File: src/rtl/mem_stage_pkg.sv
// mem_stage_pkg: op codes, FSM states and reset defaults shared by the memory stage.
package mem_stage_pkg;
  typedef enum logic [2:0] {
    OP_NONE   = 3'd0,
    OP_LOAD   = 3'd1,
    OP_STORE  = 3'd2,
    OP_PUSH   = 3'd3,
    OP_POP    = 3'd4,
    OP_PUSH32 = 3'd5,
    OP_POP32  = 3'd6
  } op_e;
  typedef enum logic {
    ST_IDLE   = 1'b0,
    ST_SECOND = 1'b1
  } state_e;
  localparam logic [15:0] SP_RESET_DEFAULT = 16'hFFFF;
  localparam int ADDR_W_DEFAULT = 16;
endpackage

File: src/rtl/mem_stage_controller_if.sv
// mem_stage_controller_if: EX/MEM request, data-memory and result signals of the memory stage.
interface mem_stage_controller_if;
  import mem_stage_pkg::*;
  logic        i_valid;
  op_e         i_op;
  logic [15:0] i_address;
  logic [15:0] i_write_data;
  logic [31:0] i_write_data32;
  logic [15:0] i_read_data;
  logic [15:0] o_address;
  logic [15:0] o_write_data;
  logic        o_memory_read;
  logic        o_memory_write;
  logic        o_stall;
  logic        o_result_valid;
  logic [31:0] o_result;
  logic [15:0] o_sp;
  logic        o_stack_fault;
  modport slave (
    input  i_valid, i_op, i_address, i_write_data, i_write_data32, i_read_data,
    output o_address, o_write_data, o_memory_read, o_memory_write, o_stall,
           o_result_valid, o_result, o_sp, o_stack_fault
  );
  modport master (
    output i_valid, i_op, i_address, i_write_data, i_write_data32, i_read_data,
    input  o_address, o_write_data, o_memory_read, o_memory_write, o_stall,
           o_result_valid, o_result, o_sp, o_stack_fault
  );
endinterface

File: src/rtl/stack_pointer_unit.sv
// stack_pointer_unit: SP register, stack address generation and optional bounds check.
// Bounds checking is compiled in with MEM_STAGE_STACK_CHECK_EN.
module stack_pointer_unit
  import mem_stage_pkg::*;
#(
  parameter int                 ADDR_W   = ADDR_W_DEFAULT,
  parameter logic [ADDR_W-1:0]  SP_RESET = SP_RESET_DEFAULT
) (
  input  logic              i_clk,
  input  logic              i_reset,
  input  logic              i_valid,
  input  op_e               i_op,
  input  state_e            i_state,
  output logic [ADDR_W-1:0] o_sp,
  output logic [ADDR_W-1:0] o_address,
  output logic              o_fault,
  output logic              o_stack_fault
);
  logic [ADDR_W-1:0] r_sp, w_delta;
  logic w_push, w_pop, w_wide, w_second, w_update;
  assign w_push   = i_op == OP_PUSH || i_op == OP_PUSH32;
  assign w_pop    = i_op == OP_POP || i_op == OP_POP32;
  assign w_wide   = i_op == OP_PUSH32 || i_op == OP_POP32;
  assign w_second = i_state == ST_SECOND;
  assign w_delta  = w_second ? ADDR_W'(2) : ADDR_W'(1);
  assign o_address = w_pop ? r_sp + w_delta : (w_second ? r_sp - ADDR_W'(1) : r_sp);
  // 32-bit ops move SP only once, in their second cycle
  assign w_update = i_valid && !o_fault && (w_push || w_pop) && (w_wide == w_second);
  assign o_sp = r_sp;
  always_ff @(posedge i_clk) begin
    if (i_reset) r_sp <= SP_RESET;
    else if (w_update) r_sp <= w_push ? r_sp - w_delta : r_sp + w_delta;
  end
`ifdef MEM_STAGE_STACK_CHECK_EN
  logic [ADDR_W:0] w_span;
  logic r_fault;
  assign w_span  = w_wide ? (ADDR_W+1)'(1) : '0;
  assign o_fault = i_valid && !w_second &&
                   ((w_push && {1'b0, r_sp} < w_span) ||
                    (w_pop && {1'b0, r_sp} + w_span + (ADDR_W+1)'(1) > {1'b0, SP_RESET}));
  always_ff @(posedge i_clk) begin
    if (i_reset) r_fault <= 1'b0;
    else if (o_fault) r_fault <= 1'b1;
  end
  assign o_stack_fault = r_fault;
`else
  assign o_fault       = 1'b0;
  assign o_stack_fault = 1'b0;
`endif
endmodule

File: src/rtl/mem_stage_controller.sv
// mem_stage_controller: memory-stage sequencer, splits 32-bit stack ops into two 16-bit accesses.
// Optional stack bounds checking with MEM_STAGE_STACK_CHECK_EN.
module mem_stage_controller
  import mem_stage_pkg::*;
#(
  parameter int                ADDR_W   = ADDR_W_DEFAULT,
  parameter logic [ADDR_W-1:0] SP_RESET = SP_RESET_DEFAULT
) (
  input logic             i_clk,
  input logic             i_reset,
  mem_stage_controller_if.slave bus
);
  state_e r_state, w_next;
  logic [15:0] r_high;
  logic [31:0] r_result;
  logic r_result_valid;
  logic [ADDR_W-1:0] w_sp, w_sp_addr;
  logic w_go, w_fault, w_stack, w_rd, w_wr, w_stall, w_res;
  logic [15:0] w_rdata;
  op_e w_op;
  assign w_op    = bus.i_op;
  assign w_go    = bus.i_valid && !i_reset && w_op != OP_NONE;
  assign w_stack = w_op inside {OP_PUSH, OP_POP, OP_PUSH32, OP_POP32};
  assign w_rdata = w_fault ? 16'h0 : bus.i_read_data;
  stack_pointer_unit #(.ADDR_W(ADDR_W), .SP_RESET(SP_RESET)) u_spu (
    .i_clk         (i_clk),
    .i_reset       (i_reset),
    .i_valid       (w_go),
    .i_op          (w_op),
    .i_state       (r_state),
    .o_sp          (w_sp),
    .o_address     (w_sp_addr),
    .o_fault       (w_fault),
    .o_stack_fault (bus.o_stack_fault)
  );
  always_comb begin
    w_rd    = w_go && !w_fault && w_op inside {OP_LOAD, OP_POP, OP_POP32};
    w_wr    = w_go && !w_fault && w_op inside {OP_STORE, OP_PUSH, OP_PUSH32};
    w_stall = w_go && !w_fault && r_state == ST_IDLE && w_op inside {OP_PUSH32, OP_POP32};
    w_next  = w_stall ? ST_SECOND : ST_IDLE;
    w_res   = w_go && (w_op inside {OP_LOAD, OP_POP} ||
                       (w_op == OP_POP32 && (r_state == ST_SECOND || w_fault)));
  end
  assign bus.o_address      = w_stack ? w_sp_addr : bus.i_address;
  assign bus.o_write_data   = r_state == ST_SECOND ? bus.i_write_data32[31:16] :
                              w_op == OP_PUSH32 ? bus.i_write_data32[15:0] : bus.i_write_data;
  assign bus.o_memory_read  = w_rd;
  assign bus.o_memory_write = w_wr;
  assign bus.o_stall        = w_stall;
  assign bus.o_result_valid = r_result_valid;
  assign bus.o_result       = r_result;
  assign bus.o_sp           = w_sp;
  always_ff @(posedge i_clk) begin
    if (i_reset) r_state <= ST_IDLE;
    else r_state <= w_next;
  end
  // first POP32 read is the high half; it is paired with the low half next cycle
  always_ff @(posedge i_clk) begin
    if (i_reset) begin
      r_result_valid <= 1'b0;
      r_result       <= '0;
      r_high         <= '0;
    end else begin
      r_result_valid <= w_res;
      if (w_res) r_result <= (w_op == OP_POP32 && r_state == ST_SECOND) ? {r_high, w_rdata} : {16'h0, w_rdata};
      if (w_stall && w_op == OP_POP32) r_high <= bus.i_read_data;
    end
  end
endmodule

File: src/flat_wrapper.sv
// flat-port wrapper written by rule: the top's interface ports become plain ports
module mem_stage_controller_flat import mem_stage_pkg::*;
#(
  parameter int                ADDR_W   = ADDR_W_DEFAULT,
  parameter logic [ADDR_W-1:0] SP_RESET = SP_RESET_DEFAULT
)
  (i_clk, i_reset, bus_i_valid, bus_i_op, bus_i_address, bus_i_write_data, bus_i_write_data32, bus_i_read_data, bus_o_address, bus_o_write_data, bus_o_memory_read, bus_o_memory_write, bus_o_stall, bus_o_result_valid, bus_o_result, bus_o_sp, bus_o_stack_fault);
  mem_stage_controller_if bus_i ();
  input logic i_clk;
  input logic i_reset;
  input wire logic [$bits(bus_i.i_valid)-1:0] bus_i_valid;
  input wire logic [$bits(bus_i.i_op)-1:0] bus_i_op;
  input wire logic [$bits(bus_i.i_address)-1:0] bus_i_address;
  input wire logic [$bits(bus_i.i_write_data)-1:0] bus_i_write_data;
  input wire logic [$bits(bus_i.i_write_data32)-1:0] bus_i_write_data32;
  input wire logic [$bits(bus_i.i_read_data)-1:0] bus_i_read_data;
  output wire logic [$bits(bus_i.o_address)-1:0] bus_o_address;
  output wire logic [$bits(bus_i.o_write_data)-1:0] bus_o_write_data;
  output wire logic [$bits(bus_i.o_memory_read)-1:0] bus_o_memory_read;
  output wire logic [$bits(bus_i.o_memory_write)-1:0] bus_o_memory_write;
  output wire logic [$bits(bus_i.o_stall)-1:0] bus_o_stall;
  output wire logic [$bits(bus_i.o_result_valid)-1:0] bus_o_result_valid;
  output wire logic [$bits(bus_i.o_result)-1:0] bus_o_result;
  output wire logic [$bits(bus_i.o_sp)-1:0] bus_o_sp;
  output wire logic [$bits(bus_i.o_stack_fault)-1:0] bus_o_stack_fault;
  assign bus_i.i_valid = bus_i_valid;
  assign bus_i.i_op = bus_i_op;
  assign bus_i.i_address = bus_i_address;
  assign bus_i.i_write_data = bus_i_write_data;
  assign bus_i.i_write_data32 = bus_i_write_data32;
  assign bus_i.i_read_data = bus_i_read_data;
  assign bus_o_address = bus_i.o_address;
  assign bus_o_write_data = bus_i.o_write_data;
  assign bus_o_memory_read = bus_i.o_memory_read;
  assign bus_o_memory_write = bus_i.o_memory_write;
  assign bus_o_stall = bus_i.o_stall;
  assign bus_o_result_valid = bus_i.o_result_valid;
  assign bus_o_result = bus_i.o_result;
  assign bus_o_sp = bus_i.o_sp;
  assign bus_o_stack_fault = bus_i.o_stack_fault;
  mem_stage_controller #(.ADDR_W(ADDR_W), .SP_RESET(SP_RESET)) u_core (.i_clk(i_clk), .i_reset(i_reset), .bus(bus_i));
endmodule
File: config.mk
export PLATFORM = sky130hd
export DESIGN_NAME = mem_stage_controller_flat
export DESIGN_NICKNAME = d
export VERILOG_FILES = /design/src/rtl/mem_stage_pkg.sv /design/src/rtl/mem_stage_controller_if.sv /design/src/rtl/stack_pointer_unit.sv /design/src/rtl/mem_stage_controller.sv /design/src/flat_wrapper.sv
export SDC_FILE = /design/constraint.sdc
export NUM_CORES = 1
export LEC_CHECK = 0
export ABC_CLOCK_PERIOD_IN_PS = 3000
export CORE_AREA = 2 2 106 108
export DETAILED_ROUTE_END_ITERATION = 8
export DIE_AREA = 0 0 108 110
export HOLD_SLACK_MARGIN = 0.1
export PLACE_DENSITY = 0.77
export SYNTH_ARGS = -nofsm -noshare
export SYNTH_HDL_FRONTEND = slang
export SYNTH_SLANG_ARGS = --single-unit
File: constraint.sdc
create_clock -name i_clk -period 3 [get_ports i_clk]
set_clock_uncertainty 0.2 [all_clocks]
set_input_delay 0.6 -clock i_clk [delete_from_list [all_inputs] [get_ports i_clk]]
set_output_delay 0.6 -clock i_clk [all_outputs]
set_load 0.01 [all_outputs]
### Word level (Yosys, flattened, before mapping)

Cells that the tools add are included.

| storage, ports and cells | value |
|---|---|
| register bits | 66 |
| input bits | 86 |
| output and inout bits | 85 |
| word-level logic and storage cells | 48 |

| cells by class | value |
|---|---|
| add/subtract/negate cells | 3 |
| equality and inequality tests | 7 |
| multiplexer cells | 9 |
| bitwise operators | 1 |
| reduce and logical (&&, ||, !) cells | 23 |

Operator list:

| operator | count |
|---|---|
| 16-bit two-way mux | 6 |
| 32-bit two-way mux | 1 |
| 16-bit by 2-bit adder with 16-bit output | 1 |
| 16-bit by 1-bit subtractor with 16-bit output (second input constant) | 1 |
| 16-bit by 2-bit subtractor with 16-bit output | 1 |
| 1-bit logical AND | 11 |
| 3-bit == test (second input constant) | 3 |
| 3-bit nonzero test | 3 |
| 3-bit by 2-bit == test with 1-bit output (second input constant) | 2 |
| 1-bit logical OR | 5 |
| 2-bit nonzero test | 2 |
| 4-bit nonzero test | 1 |
| 3-bit by 1-bit == test with 1-bit output (second input constant) | 1 |
| 2-bit two-way mux | 1 |
| 1-bit == test | 1 |
| 1-bit zero test | 1 |
| 1-bit two-way mux | 1 |
| 1-bit inverter | 1 |

### Logic depth before layout (Yosys ltp)

Gate-level depths: netlist of the first run.

| logic depth | value |
|---|---|
| depth after elaboration | 6 |
| depth in mapped cells | 10 |
| depth with buffers taken out | 9 |

### Hierarchy

Synthesis of the first run repeated with hierarchy kept, for this count alone.

| unflattened totals | value |
|---|---|
| cell total of the unflattened synthesis | 538 |
| area, all modules | 4,712.0 um^2 |

By module, submodules not included:

| module | times used | cells each | area an instance (um^2) |
|---|---|---|---|
| mem_stage_controller | 1 | 294 | 2,894.0 |
| stack_pointer_unit | 1 | 244 | 1,818.0 |

### Worst setup path before layout of the first run

No wires, ideal clock.

| path | value |
|---|---|
| kind | reg2out |
| from | register u_core.r_state |
| to | output bus_o_address[12] |
| arrival time | 2,547 ps |
| required time | 2,200 ps |
| setup slack | -347 ps |
| cell stages (with the launch flop) | 10 |
| cells stage by stage | dfxtp_1 -> buf_2 -> inv_1 -> ha_1 -> inv_1 -> fa_1 -> nand3b_1 -> or4_1 -> a211o_1 -> a21oi_1 |

| between the ends | value |
|---|---|
| word-level cells in the longest chain between the ends | 4 |
| elaborated cells on any way between the ends | 5 |
| classes of those cells | add/sub (1); mux (4) |

RTL lines:

| what | RTL line | RTL |
|---|---|---|
| from (decl) | mem_stage_controller.sv:13 | `state_e r_state, w_next;` |
| from (signal assigned) | mem_stage_controller.sv:55 | `else r_state <= w_next;` |
| 2-bit two-way mux | stack_pointer_unit.sv:25 | `assign w_delta = w_second ? ADDR_W'(2) : ADDR_W'(1);` |
| 16-bit by 2-bit adder with 16-bit output | stack_pointer_unit.sv:26 | `assign o_address = w_pop ? r_sp + w_delta : (w_second ? r_sp - ADDR_W'(1) : r_sp);` |
| 16-bit two-way mux (*) | stack_pointer_unit.sv:26 |  |
| 16-bit two-way mux (*) | mem_stage_controller.sv:44 | `assign bus.o_address = w_stack ? w_sp_addr : bus.i_address;` |
| to (decl) | flat_wrapper.sv:17 | `output wire logic [$bits(bus_i.o_address)-1:0] bus_o_address;` |

Mark *: on every way between the ends. The rest lies on a longest branch, timed or not.

### Worst setup path after layout of the first run

Ends and elaborated chain as after synthesis.

==> flow_summary_export.csv, run 1 <==
group,metric,value,unit
status,status,"finished, violations left",
status,violations,"negative setup slack",
clock_tree,cts_made_buffers,9,
power,internal-power,1.750,mW
placement,hpwl,11.17,mm
power,p_switching,0.7744,mW
floorplan,die_area,11880,um2
sta,fin_crit_sh,1.149,
power,vdd_drop_max,264.8,uV
logic_synthesis,yosysWarnings,0,
floorplan,row_count,38,
setup_path,worstSetupPathType,"reg2out",
power,pwr-share-comb,0.349,
routing,wl_per_cell,16.52,um
logic_synthesis,post_synth_instance_area,4220,um2
power,p_sw_frac,0.3068,
global_routing,grt_use_total,0.2564,
power,leakage,2.934,nW
global_routing,antenna_found_initial,0,
routing,drcViolationCount,0,
logic_synthesis,ys_seq_area_frac,0.3131,
logic_synthesis,async_flop_share,0,
routing,antenna_left,0,
placement,dp_slack,-0.6887,ns
sta,fin_ws,-0.4479,ns
clock_tree,clk_path_buf_depth,2,
setup_path,r2r-start,"u_core.r_state$_SDFF_PP0_",
power,finalPower,2.524,mW
clock_tree,worstSkewPairLatency,0.33,ns
setup_path,r2r_cells,15,
clock_tree,clkTransAtPathRegs,0.08,ns
logic_synthesis,synth.most_common_cell,"nand2_1",
sta,period_needed,3.448,ns
floorplan,die_w,108,um
logic_synthesis,synthesis.nets,666,
cells_and_area,layout.nets,899,
placement,dpl.cell_count,917,
power,power_frac_clock,0.289,
global_routing,grt-ovfl-total,0,
global_routing,grt_pass1_vias,5032,
routing,via_per_inst,5.384,
placement,gp_routability_congestion,0.9769,
min_path,hold_depth,2,
cells_and_area,finalNonFillerCells,949,
floorplan,initial_core_util,0.3945,
clock_tree,ctsRootBufferMaster,"clkbuf_8",
routing,vias,5109,
cells_and_area,antenna_cells,0,
cells_and_area,num-fill-cells,923,
routing,drt-pass1-iter-count,5,
flow_run,cap_viol_max_count,0,
logic_synthesis,synth_cells,573,
setup_path,crit_required,2.20,ns
cells_and_area,utilization,0.6599,
clock_tree,cts_tree,"yes",
cells_and_area,drive_gt1_frac,0.2583,
global_routing,grt_pass1_wl,24.57,mm
logic_synthesis,netlist.area_leader.share,0.3131,
sta,slew_headroom,0.3188,
sta,setup_viol,11,
power,sequentialPowerShare,0.361,
sta,maxClockFrequency,290.0,MHz
setup_path,cp-startpoint,"u_core.r_state$_SDFF_PP0_",
min_path,min_from,"u_core.r_high[14]$_SDFFE_PP0P_",
global_routing,grt_start_max_net_pins,72,
logic_synthesis,ys_types,64,
logic_synthesis,synth_flop_cell,"dfxtp_1",
sta,hold_ws,0.2546,ns
cells_and_area,area_growth,67.27,%
setup_path,arrival,2.65,ns
logic_synthesis,synthTopCellsByArea,"dfxtp_1, nand2_1, mux2i_1",
clock_tree,h-tree-depth,3,
setup_path,slowest_delay,0.42,ns
logic_synthesis,synth_common_cells,"nand2_1, dfxtp_1, nor2_1",
floorplan,core,10700,um2
floorplan,die_h,110,um
sta,rsz0062_at_grt,"true",
routing,finalWirelength,15.68,mm
sta,finalMaxSlewViolations,0,
floorplan,ios,171,
setup_path,crit_chain,"inv_6, ha_4, inv_2, fa_2, nand3b_1, buf_4, or4_4, a211o_1, a21oi_2, buf_2",
routing,first_iter_violations,293,
logic_synthesis,synth-edff-count,0,
setup_path,endpoint_kind,"output port",
logic_synthesis,synth_seq_cells,66,
placement,io_buffers,169,
sta,tightestPinTransition,1.016,ns
logic_synthesis,synth_area_leader_cell,"dfxtp_1",
setup_path,start_kind,"flip-flop",
sta,hold_violations,0,
power,cellPowerDensity,357.6,nW/um2
setup_path,crit_slowest_cell,"or4_4",
logic_synthesis,avgSynthCellArea,7.365,um2
min_path,hold_path.class,"reg2reg",
clock_tree,cts_sinks,66,
setup_path,critical_path.max_fanout,3,
-- power by group through the flow --
stage | logic (mW) | registers (mW) | clock network (mW)
final | 0.882 | 0.912 | 0.730
after global routing | 0.945 | 0.915 | 0.782
after CTS | 0.832 | 0.912 | 0.744
after detailed placement | 0.797 | 0.931 | 0
after global placement | 0.786 | 0.930 | 0
after floorplan | 0.349 | 0.939 | 0
-- path summary, 6_finish.rpt --
kind         slack (ns)                                 to
min                0.25     u_core.r_high[14]$_SDFFE_PP0P_
max reg2reg        0.08  u_core.u_spu.o_sp[6]$_SDFFE_PP1P_
min reg2reg        0.25     u_core.r_high[14]$_SDFFE_PP0P_
max               -0.45                  bus_o_address[12]
-- cell families after synthesis --
kind of cell / count (synthesis) / synth area share
buffers and inverters: 78 / 0.07827
adder cells (fa/ha/maj): 7 / 0.02431
XOR/XNOR: 4 / 0.008303
flip-flops: 66 / 0.3131
other: 1 / 0.0008886
multiplexers: 27 / 0.06433
AO/OA/AOI/OAI: 156 / 0.2312
AND/OR/NAND/NOR: 234 / 0.2796
-- timing repair --
action                                  4_1_cts  5_1_grt
setup buffers                                11        9
endpoints found under the setup margin       35       29
hold buffers                                  0        0
pin swaps                                    16       27
gates resized for setup                     124       79
-- worst max-delay path, delay by kind of cell, from the launching register on --
kind / cells / cell delay, ns
adder cells (fa/ha/maj): 2 / 0.47
flip-flops: 1 / 0.37
buffers and inverters: 4 / 0.41
AND/OR/NAND/NOR: 2 / 0.64
AO/OA/AOI/OAI: 2 / 0.42
-- routing by layer --
layer	track usage	routed length, um	up-vias
met5	0	0	-
met2	0.4497	7831	204
met1	0.3120	6426	2398
li1	-	-	2487
met3	0.06820	1208	20
met4	0.06685	213	0
-- metrics by stage --
step | area (um2) | setup TNS (ns)
after floorplan | 4238 | -0.03642
after global placement | 6605 | -18.76
after detailed placement | 6605 | -20.60
after CTS | 6912 | -3.516
after global routing | 7059 | -3.574
final | 7059 | -2.376
-- sequential cells by signal, summed over array words and instances, names as in the netlist --
register	count
u_core.bus.o_result	32
u_core.bus.o_result_valid	1
u_core.r_high	16
u_core.r_state	1
u_core.u_spu.o_sp	16
-- cells in the final DEF, fill, tap and decap left out, types with 5 or more instances in the layout --
master	n
a211o_1	5
a21oi_1	36
a22oi_1	18
buf_12	7
buf_2	17
buf_4	85
buf_6	15
clkbuf_2	12
clkbuf_8	9
clkdlybuf4s50_1	131
dfxtp_1	63
inv_1	23
mux2i_1	24
nand2_1	69
nand3_1	16
nand3b_1	17
nand4_1	6
nor2_1	56
nor2b_1	7
nor3_1	9
o211ai_1	5
o21ai_0	36
o21ai_1	8
o22ai_1	9
-- final cells by class --
type,instances,area (um2),share of cell area
Clock buffer,9,123.9,0.01755
Clock inverter,5,57.56,0.008153
Inverter,25,98.84,0.01400
Multi-Input combinational cell,429,2791,0.3954
Sequential cell,66,1328,0.1881
Tap cell,140,175.2,0.02481
Timing Repair Buffer,275,2485,0.3520
(Power assumes the default switching activity.)
==> inputs of run 2 (changes only) <==
--- a/config.mk
+++ b/config.mk
@@ -9,7 +9,6 @@
 export CORE_AREA = 2 2 106 108
 export DETAILED_ROUTE_END_ITERATION = 8
 export DIE_AREA = 0 0 108 110
-export HOLD_SLACK_MARGIN = 0.1
 export PLACE_DENSITY = 0.77
 export SYNTH_ARGS = -nofsm -noshare
 export SYNTH_HDL_FRONTEND = slang
==> results of run 2 <==
No change in the layout: final DEF, timing and power equal those of run 1.
